==> config.mk <==
export PLATFORM = sky130hd
export DESIGN_NAME = dmac_ahb_slave_nch_flat
export DESIGN_NICKNAME = d
export VERILOG_FILES = /design/src/rtl/dmac_ahb_slave_nch_pkg.sv /design/src/rtl/dmac_ahb_slave_nch_if.sv /design/src/rtl/dmac_ahb_slave_nch_decode.sv /design/src/rtl/dmac_ahb_slave_nch.sv /design/src/flat_wrapper.sv
export SDC_FILE = /design/constraint.sdc
export NUM_CORES = 1
export LEC_CHECK = 0
export ABC_CLOCK_PERIOD_IN_PS = 1450
export CAP_MARGIN = 40
export CORE_MARGIN = 4
export CORE_UTILIZATION = 22
export CTS_CLUSTER_SIZE = 30
export DETAILED_ROUTE_END_ITERATION = 10
export GPL_ROUTABILITY_DRIVEN = 0
export GPL_TIMING_DRIVEN = 0
export PLACE_DENSITY = 0.86
export SLEW_MARGIN = 20
export SYNTH_ARGS = -nofsm -noshare
export SYNTH_HDL_FRONTEND = slang
export SYNTH_SLANG_ARGS = --single-unit
==> constraint.sdc <==
create_clock -name s_HCLK -period 1.45 [get_ports s_HCLK]
set_input_delay 0.29 -clock s_HCLK [delete_from_list [all_inputs] [get_ports s_HCLK]]
set_output_delay 0.29 -clock s_HCLK [all_outputs]
set_load 0.03 [all_outputs]
==> src/rtl/dmac_ahb_slave_nch_pkg.sv <==
//------------------------------------------------------------------------------
// Module   : dmac_pkg
// Purpose  : Shared constants for the DMAC AHB slave front-end.
// Revision : 1.0 - initial release
//------------------------------------------------------------------------------
`default_nettype none

package dmac_pkg;

  localparam logic [1:0] c_HTRANS_NONSEQ = 2'b10;
  localparam logic [1:0] c_HTRANS_SEQ    = 2'b11;
  localparam logic [1:0] c_HRESP_OKAY    = 2'b00;
  localparam logic [1:0] c_HRESP_ERROR   = 2'b01;
  localparam logic [2:0] c_HSIZE_WORD    = 3'b010;

  // Global offsets are absolute; channel offsets are relative to the channel block
  localparam int unsigned c_OFF_INTSTAT = 'h000;
  localparam int unsigned c_OFF_GCFG    = 'h030;
  localparam int unsigned c_OFF_SRC     = 'h00;
  localparam int unsigned c_OFF_DST     = 'h04;
  localparam int unsigned c_OFF_CTRL    = 'h0C;
  localparam int unsigned c_OFF_CCFG    = 'h10;

  typedef enum logic [2:0] {
    c_SEL_GCFG    = 3'd0,
    c_SEL_INTSTAT = 3'd1,
    c_SEL_SRC     = 3'd2,
    c_SEL_DST     = 3'd3,
    c_SEL_CTRL    = 3'd4,
    c_SEL_CCFG    = 3'd5
  } reg_sel_e;

  function automatic int ch_width(input int n);
    return (n > 1) ? $clog2(n) : 1;
  endfunction

endpackage

`default_nettype wire

==> src/rtl/dmac_ahb_slave_nch_if.sv <==
//------------------------------------------------------------------------------
// Module   : dmac_ahb_slave_nch_if
// Purpose  : AHB-Lite slave-side bus bundle for the DMAC register front-end.
// Revision : 1.0 - initial release
//------------------------------------------------------------------------------
`default_nettype none

interface dmac_ahb_slave_nch_if #(
  parameter int ADDR_W = 12
);
  logic              s_HSEL;
  logic [ADDR_W-1:0] s_HADDR;
  logic [1:0]        s_HTRANS;
  logic              s_HWRITE;
  logic [2:0]        s_HSIZE;
  logic              s_HREADY;
  logic [31:0]       s_HWDATA;
  logic [31:0]       s_out_HRDATA;
  logic              s_out_HREADY;
  logic [1:0]        s_out_HRESP;

  modport master (
    output s_HSEL, s_HADDR, s_HTRANS, s_HWRITE, s_HSIZE, s_HREADY, s_HWDATA,
    input  s_out_HRDATA, s_out_HREADY, s_out_HRESP
  );

  modport slave (
    input  s_HSEL, s_HADDR, s_HTRANS, s_HWRITE, s_HSIZE, s_HREADY, s_HWDATA,
    output s_out_HRDATA, s_out_HREADY, s_out_HRESP
  );
endinterface

`default_nettype wire

==> src/rtl/dmac_ahb_slave_nch_decode.sv <==
//------------------------------------------------------------------------------
// Module   : dmac_addr_decode
// Purpose  : Combinational address/size/direction decode into register select.
// Revision : 1.0 - initial release
//------------------------------------------------------------------------------
`default_nettype none

module dmac_addr_decode
  import dmac_pkg::*;
#(
  parameter int NUM_CH    = 4,
  parameter int ADDR_W    = 12,
  parameter int CH_BASE   = 'h100,
  parameter int CH_STRIDE = 'h020,
  parameter int CH_W      = 2
) (
  input  logic [ADDR_W-1:0] i_addr,
  input  logic              i_write,
  input  logic [2:0]        i_size,
  output logic              o_valid,
  output logic [2:0]        o_sel,
  output logic [CH_W-1:0]   o_ch
);

  localparam int SH = $clog2(CH_STRIDE);

  logic [ADDR_W-1:0] w_rel;
  logic [ADDR_W-1:0] w_idx;
  logic [ADDR_W-1:0] w_off;
  logic              w_in_ch;

  always_comb begin
    w_rel   = i_addr - ADDR_W'(CH_BASE);
    w_idx   = w_rel >> SH;
    w_off   = w_rel & ADDR_W'(CH_STRIDE - 1);
    w_in_ch = (i_addr >= ADDR_W'(CH_BASE)) && (w_idx < ADDR_W'(NUM_CH));

    o_valid = 1'b0;
    o_sel   = c_SEL_GCFG;
    o_ch    = '0;

    if (i_addr == ADDR_W'(c_OFF_INTSTAT)) begin
      o_sel   = c_SEL_INTSTAT;
      o_valid = !i_write;  // status is read-only
    end else if (i_addr == ADDR_W'(c_OFF_GCFG)) begin
      o_valid = 1'b1;
    end else if (w_in_ch) begin
      o_ch    = w_idx[CH_W-1:0];
      o_valid = 1'b1;
      case (w_off)
        ADDR_W'(c_OFF_SRC):  o_sel = c_SEL_SRC;
        ADDR_W'(c_OFF_DST):  o_sel = c_SEL_DST;
        ADDR_W'(c_OFF_CTRL): o_sel = c_SEL_CTRL;
        ADDR_W'(c_OFF_CCFG): o_sel = c_SEL_CCFG;
        default:             o_valid = 1'b0;
      endcase
    end

    if ((i_size != c_HSIZE_WORD) || (i_addr[1:0] != 2'b00)) begin
      o_valid = 1'b0;
    end
  end

endmodule

`default_nettype wire

==> src/rtl/dmac_ahb_slave_nch.sv <==
//------------------------------------------------------------------------------
// Module   : dmac_ahb_slave_nch
// Purpose  : AHB-Lite slave front-end for the N-channel DMAC register bank.
// Revision : 1.0 - initial release
//------------------------------------------------------------------------------
`default_nettype none

module dmac_ahb_slave_nch
  import dmac_pkg::*;
#(
  parameter  int NUM_CH      = 4,
  parameter  int ADDR_W      = 12,
  parameter  int CH_BASE     = 'h100,
  parameter  int CH_STRIDE   = 'h020,
  parameter  int WAIT_STATES = 0,
  localparam int CH_W        = ch_width(NUM_CH)
) (
  input  logic                  s_HCLK,
  input  logic                  s_HRESETn,
  dmac_ahb_slave_nch_if.slave   bus,
  output logic                  reg_wr_en,
  output logic [31:0]           reg_wdata,
  output logic [2:0]            reg_sel,
  output logic [CH_W-1:0]       reg_ch,
  input  logic [31:0]           reg_rdata
);

  localparam logic [2:0] c_ST_IDLE = 3'd0;
  localparam logic [2:0] c_ST_WAIT = 3'd1;
  localparam logic [2:0] c_ST_DATA = 3'd2;
  localparam logic [2:0] c_ST_ERR1 = 3'd3;
  localparam logic [2:0] c_ST_ERR2 = 3'd4;

  logic [2:0]      r_state;
  logic [2:0]      r_wait_cnt;
  logic            r_write;
  logic            w_accept;
  logic            w_valid;
  logic [2:0]      w_sel;
  logic [CH_W-1:0] w_ch;

  dmac_addr_decode #(
    .NUM_CH    (NUM_CH),
    .ADDR_W    (ADDR_W),
    .CH_BASE   (CH_BASE),
    .CH_STRIDE (CH_STRIDE),
    .CH_W      (CH_W)
  ) u_decode (
    .i_addr  (bus.s_HADDR),
    .i_write (bus.s_HWRITE),
    .i_size  (bus.s_HSIZE),
    .o_valid (w_valid),
    .o_sel   (w_sel),
    .o_ch    (w_ch)
  );

  assign w_accept = bus.s_out_HREADY && bus.s_HSEL && bus.s_HREADY &&
                    ((bus.s_HTRANS == c_HTRANS_NONSEQ) || (bus.s_HTRANS == c_HTRANS_SEQ));

  always_ff @(posedge s_HCLK or negedge s_HRESETn) begin
    if (!s_HRESETn) begin
      r_state    <= c_ST_IDLE;
      r_wait_cnt <= 3'd0;
      r_write    <= 1'b0;
      reg_sel    <= 3'd0;
      reg_ch     <= '0;
    end else begin
      case (r_state)
        c_ST_WAIT: begin
          if (r_wait_cnt == 3'd1) begin
            r_state <= c_ST_DATA;
          end
          r_wait_cnt <= r_wait_cnt - 3'd1;
        end
        c_ST_ERR1: r_state <= c_ST_ERR2;
        default: begin
          // IDLE, DATA and ERR2 drive HREADY high, so a new address phase may land here
          if (w_accept) begin
            if (!w_valid) begin
              r_state <= c_ST_ERR1;
            end else begin
              r_write <= bus.s_HWRITE;
              reg_sel <= w_sel;
              reg_ch  <= w_ch;
              if (WAIT_STATES > 0) begin
                r_state    <= c_ST_WAIT;
                r_wait_cnt <= 3'(WAIT_STATES);
              end else begin
                r_state <= c_ST_DATA;
              end
            end
          end else begin
            r_state <= c_ST_IDLE;
          end
        end
      endcase
    end
  end

  always_comb begin
    bus.s_out_HREADY = !((r_state == c_ST_WAIT) || (r_state == c_ST_ERR1));
    bus.s_out_HRESP  = ((r_state == c_ST_ERR1) || (r_state == c_ST_ERR2)) ? c_HRESP_ERROR
                                                                           : c_HRESP_OKAY;
    reg_wr_en        = (r_state == c_ST_DATA) && r_write;
    bus.s_out_HRDATA = ((r_state == c_ST_DATA) && !r_write) ? reg_rdata : 32'h0;
  end

  assign reg_wdata = bus.s_HWDATA;

endmodule

`default_nettype wire

==> src/flat_wrapper.sv <==
// flat-port wrapper written by rule: the top's interface ports become plain ports
module dmac_ahb_slave_nch_flat import dmac_pkg::*;
#(
  parameter  int NUM_CH      = 4,
  parameter  int ADDR_W      = 12,
  parameter  int CH_BASE     = 'h100,
  parameter  int CH_STRIDE   = 'h020,
  parameter  int WAIT_STATES = 0,
  localparam int CH_W        = ch_width(NUM_CH)
)
  (s_HCLK, s_HRESETn, reg_wr_en, reg_wdata, reg_sel, reg_ch, reg_rdata, bus_s_HSEL, bus_s_HADDR, bus_s_HTRANS, bus_s_HWRITE, bus_s_HSIZE, bus_s_HREADY, bus_s_HWDATA, bus_s_out_HRDATA, bus_s_out_HREADY, bus_s_out_HRESP);
  dmac_ahb_slave_nch_if #(.ADDR_W(ADDR_W)) bus_i ();
  input  logic s_HCLK;
  input  logic s_HRESETn;
  output logic reg_wr_en;
  output logic [31:0] reg_wdata;
  output logic [2:0] reg_sel;
  output logic [CH_W-1:0] reg_ch;
  input  logic [31:0] reg_rdata;
  input wire logic [$bits(bus_i.s_HSEL)-1:0] bus_s_HSEL;
  input wire logic [$bits(bus_i.s_HADDR)-1:0] bus_s_HADDR;
  input wire logic [$bits(bus_i.s_HTRANS)-1:0] bus_s_HTRANS;
  input wire logic [$bits(bus_i.s_HWRITE)-1:0] bus_s_HWRITE;
  input wire logic [$bits(bus_i.s_HSIZE)-1:0] bus_s_HSIZE;
  input wire logic [$bits(bus_i.s_HREADY)-1:0] bus_s_HREADY;
  input wire logic [$bits(bus_i.s_HWDATA)-1:0] bus_s_HWDATA;
  output wire logic [$bits(bus_i.s_out_HRDATA)-1:0] bus_s_out_HRDATA;
  output wire logic [$bits(bus_i.s_out_HREADY)-1:0] bus_s_out_HREADY;
  output wire logic [$bits(bus_i.s_out_HRESP)-1:0] bus_s_out_HRESP;
  assign bus_i.s_HSEL = bus_s_HSEL;
  assign bus_i.s_HADDR = bus_s_HADDR;
  assign bus_i.s_HTRANS = bus_s_HTRANS;
  assign bus_i.s_HWRITE = bus_s_HWRITE;
  assign bus_i.s_HSIZE = bus_s_HSIZE;
  assign bus_i.s_HREADY = bus_s_HREADY;
  assign bus_i.s_HWDATA = bus_s_HWDATA;
  assign bus_s_out_HRDATA = bus_i.s_out_HRDATA;
  assign bus_s_out_HREADY = bus_i.s_out_HREADY;
  assign bus_s_out_HRESP = bus_i.s_out_HRESP;
  dmac_ahb_slave_nch #(.NUM_CH(NUM_CH), .ADDR_W(ADDR_W), .CH_BASE(CH_BASE), .CH_STRIDE(CH_STRIDE), .WAIT_STATES(WAIT_STATES)) u_core (.s_HCLK(s_HCLK), .s_HRESETn(s_HRESETn), .bus(bus_i), .reg_wr_en(reg_wr_en), .reg_wdata(reg_wdata), .reg_sel(reg_sel), .reg_ch(reg_ch), .reg_rdata(reg_rdata));
endmodule
==> After elaboration in Yosys (flattened, before gate mapping) <==
Cells that the tools add are included.
{ "totals": {"ramBits": 0, "romBits": 0, "ff_bits": 12, "latchBits": 0, "input_bits": 86, "n_memories": 0} }
{ "classes": {"n_bitwise": 1, "reduce_logical": 19, "n_mul": 0, "div_mod_pow": 0, "n_mux": 18, "n_eq_ne": 13, "order_cmp": 2, "shifts": 0, "addsub": 2} }
{ "op_table": {"columns": ["cell", "n"], "rows": [
  ["two-way mux 32 bit", 1],
  ["zero test 12 bit", 2],
  ["== test 12 x 6 -> 1 bit, second input constant", 1],
  [">= comparator 12 x 9 -> 1 bit, second input constant", 1],
  ["two-way mux 3 bit", 4],
  ["case mux 3 bit (4 select lines)", 1],
  ["subtractor 12 x 9 -> 12 bit, second input constant", 1],
  ["two-way mux 2 bit", 4],
  ["< comparator 7 x 3 -> 1 bit, second input constant", 1],
  ["two-way mux 1 bit", 7],
  ["== test 3 x 1 -> 1 bit, second input constant", 2],
  ["== test 3 x 2 -> 1 bit, second input constant", 2],
  ["logical AND 1 bit", 6],
  ["case mux 3 bit (2 select lines)", 1],
  ["== test 5 x 3 -> 1 bit, second input constant", 1],
  ["== test 5 x 4 -> 1 bit, second input constant", 1],
  ["== test 5 bit, second input constant", 1],
  ["== test 2 bit, second input constant", 2],
  ["logical OR 1 bit", 4],
  ["OR reduction 4 bit", 1],
  ["== test 3 bit, second input constant", 1],
  ["zero test 1 bit", 3],
  ["inequality test 3 x 2 -> 1 bit, second input constant", 1],
  ["AND reduction 3 bit", 1],
  ["5 further kinds", 5]
]} }

==> Logic depth before layout (Yosys ltp) <==
{ "logic_depth": {"word_depth": 11, "depth_mapped": 4, "ltp_nobuf": 4} }

==> Cells and area by module <==
From an unflattened synthesis, not the netlist that was laid out.
{ "unflattened": {"cells_unflattened": 137, "hier_area_um2": 1198.6} }
{ "modules_own_cells": {"columns": ["module", "n_inst", "seq_area_each_um2", "area_per_inst_um2", "cells_per_inst"], "rows": [
  ["dmac_ahb_slave_nch", 1, 300.3, 1037.2, 113],
  ["dmac_addr_decode", 1, 0.0, 161.4, 24]
]} }

==> Worst setup path before layout <==
OpenSTA, ideal clock, no wires.
{ "synth_path": {"path_type": "flip-flop to flip-flop", "start": "register u_core.r_state[2]", "end": "register u_core.reg_ch[0]", "setup_slack_ns": -0.385, "t_arrival_ns": 1.710, "setup_time_ns": 0.125, "path_stages_with_launch": 5, "synth_period_minus_slack_ns": 1.835, "n_path_buf": 0, "path_cell_list": "dfrtp_1 nand2b_1 nand4_1 a2111oi_4 mux2_2"} }
{ "synth_via": {"elab_chain_cells": 7, "elab_cells_between_ends": 10} }
{ "synth_lines": {"columns": ["item", "line_no", "source"], "rows": [
  ["from (decl)", "dmac_ahb_slave_nch.sv:34", "logic [2:0] r_state;"],
  ["from (signal assigned)", "dmac_ahb_slave_nch.sv:62", "r_state <= c_ST_IDLE;"],
  ["from (signal assigned)", "dmac_ahb_slave_nch.sv:71", "r_state <= c_ST_DATA;"],
  ["from (signal assigned)", "dmac_ahb_slave_nch.sv:75", "c_ST_ERR1: r_state <= c_ST_ERR2;"],
  ["== test 3 x 1 -> 1 bit or == test 3 x 2 -> 1 bit (tied branches)", "dmac_ahb_slave_nch.sv:101", "bus.s_out_HREADY = !((r_state == c_ST_WAIT) || (r_state == c_ST_ERR1));"],
  ["logical OR 1 bit *", "dmac_ahb_slave_nch.sv:101", null],
  ["zero test 1 bit *", "dmac_ahb_slave_nch.sv:101", null],
  ["net bus_s_out_HREADY", "flat_wrapper.sv:28", "output wire logic [$bits(bus_i.s_out_HREADY)-1:0] bus_s_out_HREADY;"],
  ["logical AND 1 bit * (3 in series)", "dmac_ahb_slave_nch.sv:57", "assign w_accept = bus.s_out_HREADY && bus.s_HSEL && bus.s_HREADY &&"],
  ["AND reduction 3 bit (no source line) *", null, null],
  ["to (signal assigned)", "dmac_ahb_slave_nch.sv:84", "reg_ch <= w_ch;"],
  ["to (decl)", "dmac_ahb_slave_nch.sv:24", "output logic [CH_W-1:0] reg_ch,"]
]} }
The timed path passes the listed nets; every way through them passes the cells marked *.
A chain may end at the register's enable or synchronous reset.

==> Worst setup path after layout <==
{ "layout_path": {"start": "register u_core.r_state[1]", "end": "output port bus_s_out_HRDATA[31]"} }
{ "layout_via": {"elab_chain_cells": 3} }
{ "layout_lines": {"columns": ["item", "line_no", "source"], "rows": [
  ["== test 3 x 2 -> 1 bit", "dmac_ahb_slave_nch.sv:105", "bus.s_out_HRDATA = ((r_state == c_ST_DATA) && !r_write) ? reg_rdata : 32'h0;"],
  ["logical AND 1 bit", "dmac_ahb_slave_nch.sv:105", null],
  ["two-way mux 32 bit", "dmac_ahb_slave_nch.sv:105", null],
  ["to (decl)", "flat_wrapper.sv:27", "output wire logic [$bits(bus_i.s_out_HRDATA)-1:0] bus_s_out_HRDATA;"]
]} }
No other way between the ends.

==> flow_summary.json <==
{
  "cp-end-kind": "output port",
  "synth-seq-area-share_pct": 25.7,
  "track_usage_pct": 13.0,
  "status": "finished, violations left",
  "clockBufferDepth": 2,
  "ys.flop_type": "dfrtp_1",
  "critPathRequiredTime_ns": 1.16,
  "cp_top_family": "buffers and inverters",
  "via_per_inst": 4.08,
  "reg2reg_to": "u_core.reg_ch[1]",
  "cp-start-kind": "flip-flop",
  "p_switching_uw": 998,
  "reg2reg_depth": 6,
  "p_comb_share_pct": 68.1,
  "r2r_start": "u_core.r_state[2]",
  "failed_checks": "negative setup slack",
  "crit_chain": "inv_2 > nor4_4 > buf_2 > buf_4 > and2_4 > buf_6",
  "synth_top_cell_by_area": "dfrtp_1",
  "placed_area_um2": 2520,
  "vdd_ir_drop_max_mv": 1.13,
  "worst-endpoint-arrival_ns": 1.59,
  "cpMaxStageDelayCell": "dfrtp_1",
  "nets": 368,
  "synthTopCellsByArea": "dfrtp_1, buf_4, and2_1, nor4_4, mux2_2",
  "dp.final_hpwl_um": 3990,
  "numCtsBuffers": 3,
  "p_int_uw": 1570,
  "drc": 0,
  "hold_viol_final": 0,
  "boundaryPins": 159,
  "clkSlewWorstSetupHoldPaths_ns": 0.05,
  "totalWireLength_um": 4950,
  "worst_pin_slew_ns": 0.524,
  "drtAntennaViolNets": 0,
  "postSynthCellCount": 134,
  "hold_path_class": "input pin to asynchronous set/reset pin",
  "io_buffers": 124,
  "coreArea_um2": 5140,
  "leakagePower_uw": 0.00137,
  "die_w_um": 80.9,
  "dr.pass1.iters": 4,
  "fin_area_um2": 2920,
  "grt_max_degree": 13,
  "setup-violations-final": 40,
  "r2r_slack_ns": -0.29,
  "slew_viol_final": 0,
  "avgSynthCellArea_um2": 8.73,
  "hold_slack_ns": 0.398,
  "critical_path.max_fanout": 4,
  "fin_ws_ns": -0.432,
  "p_per_area_nw_per_um2": 879,
  "cts_sinks": 12,
  "synth_top_area_share_pct": 25.7,
  "initial_core_util_pct": 22.8,
  "ys_ff_latch": 12,
  "fmax_mhz": 531,
  "ys_async_sr_fraction_pct": 100,
  "clk_latency_ns": 0.24,
  "utilization_pct": 56.9,
  "synth-edff-count": 0,
  "power_uw": 2570,
  "wire_per_inst_um": 14.2,
  "p_clk_share_pct": 13.8,
  "vias": 1425,
  "clockRootBuffer": "clkbuf_8",
  "area_growth_pct": 150,
  "finalClockSkew_ns": 0.00148,
  "switching_share_pct": 38.9,
  "drive_above_1_share_pct": 49.5,
  "syn-num-nets": 222,
  "max_stage_delay_ns": 0.36,
  "grt_setup_unrepaired": "true",
  "slew_headroom_pct": 64.9,
  "rows": 26,
  "overflow": 0,
  "fin_crit_sh_pct": 130,
  "yosys_warnings": 0,
  "die-area_um2": 6550,
  "dieHeight_um": 80.9,
  "antenna_found_initial": 0,
  "hold_buffers": 0,
  "drt-initial-drc-count": 5,
  "yosysUniqueCellTypes": 32,
  "ctsHtreeMaxLevel": 1,
  "grt_first_pass_wirelength_um": 6640,
  "cts_tree": "done",
  "cp_num_buf_inv": 4,
  "insertedDiodeCount": 0,
  "crit_type": "flip-flop to output port",
  "grt_pass1_vias": 1439,
  "min_period_ns": 1.88,
  "synth_top_cells_by_count": "and2_1, buf_4, dfrtp_1, nor2_1, inv_1",
  "max_cap_violations": 0,
  "pwr-share-seq_pct": 18.1,
  "syn_area_um2": 1170
}
## how the worst max path moves through the flow
| stage | endpoint | slack [ns] | depth (start not counted) | from |
|---|---|---|---|---|
| after global routing | bus_s_out_HRDATA[10] | -0.51 | 6 | u_core.r_state[1] |
| after global placement | bus_s_out_HRDATA[1] | -1.25 | 4 | u_core.r_state[0] |
| after floorplan | u_core.reg_ch[0] | -0.31 | 4 | u_core.r_state[2] |
| after detailed placement | bus_s_out_HRDATA[1] | -1.04 | 5 | u_core.r_state[0] |
| final | bus_s_out_HRDATA[31] | -0.43 | 6 | u_core.r_state[1] |
| after CTS | bus_s_out_HRDATA[1] | -0.48 | 5 | u_core.r_state[2] |
## cells in the final DEF, fill, tap and decap left out, types with 2 or more instances in the layout
cell             instances
nor2_2                   2
nor2_1                   3
buf_4                   43
dfrtp_1                 12
clkdlybuf4s50_1         73
dlygate4sd2_1           12
and3_1                   3
nand2b_1                 2
ha_1                     2
nor4_4                   3
buf_8                    2
o21ai_0                  2
and2_4                  25
clkbuf_8                 4
nand4_1                  2
and2_1                   8
buf_6                   40
xnor2_1                  3
nand2_1                  2
inv_1                    3
mux2_4                   5
dlymetal6s2s_1           2
## metal layers
| layer | up-vias | wire [um] | GRT usage (%) |
|---|---|---|---|
| li1 | 695 | - | - |
| met1 | 643 | 1490 | 12.3 |
| met2 | 81 | 2850 | 26.8 |
| met3 | 6 | 564 | 4.43 |
| met4 | 0 | 55 | 2.20 |
| met5 | - | 0 | 0 |
## cell type report
type                    instances  area (um^2)
fillers                       464         2220
repair buffers                141         1430
multi-input cells              82          748
flip-flops and latches         12          300
plain buffers                  36          285
well taps                      70         87.6
clock buffers                   4         55.1
inverters                       4         15.0
## sequential cells by signal, indices dropped and copies added (netlist names)
signal	cells
u_core.r_state	3
u_core.r_write	1
u_core.r_wait_cnt	3
u_core.reg_sel	3
u_core.reg_ch	2
## cells by family after synthesis
logic type / after synthesis / synth area share (%)
compound gates: 10 / 7.38
mux: 6 / 5.67
xor+xnor: 3 / 2.25
flops: 12 / 25.7
buf+inv: 40 / 23.4
fa+ha+maj: 2 / 2.14
simple gates: 60 / 33.2
other cells: 1 / 0.321
## per-stage QoR
stage	worst slack, ns	std cells	TNS (ns)
after CTS	-0.480	347	-16.48
after detailed placement	-1.04	329	-37.07
final	-0.432	349	-15.12
after global routing	-0.510	349	-18.17
after global placement	-1.25	328	-45.46
after floorplan	-0.314	134	-10.06
## timing repair
item                       4_1_cts  5_1_grt
cloned                           1        1
setup buffers                   13        2
resized for setup              297       31
pin swaps                       13       19
setup endpoints to repair       47       44
## power groups by stage
stage | logic (uW) | registers, uW | clock network [uW]
2_1_floorplan | 776 | 449 | 0
3_3_place_gp | 1330 | 455 | 0
3_5_place_dp | 1360 | 458 | 0
4_1_cts | 1600 | 461 | 369
5_1_grt | 1860 | 473 | 381
6_report | 1750 | 465 | 355
No activity file was read; power rests on OpenSTA's default activity.
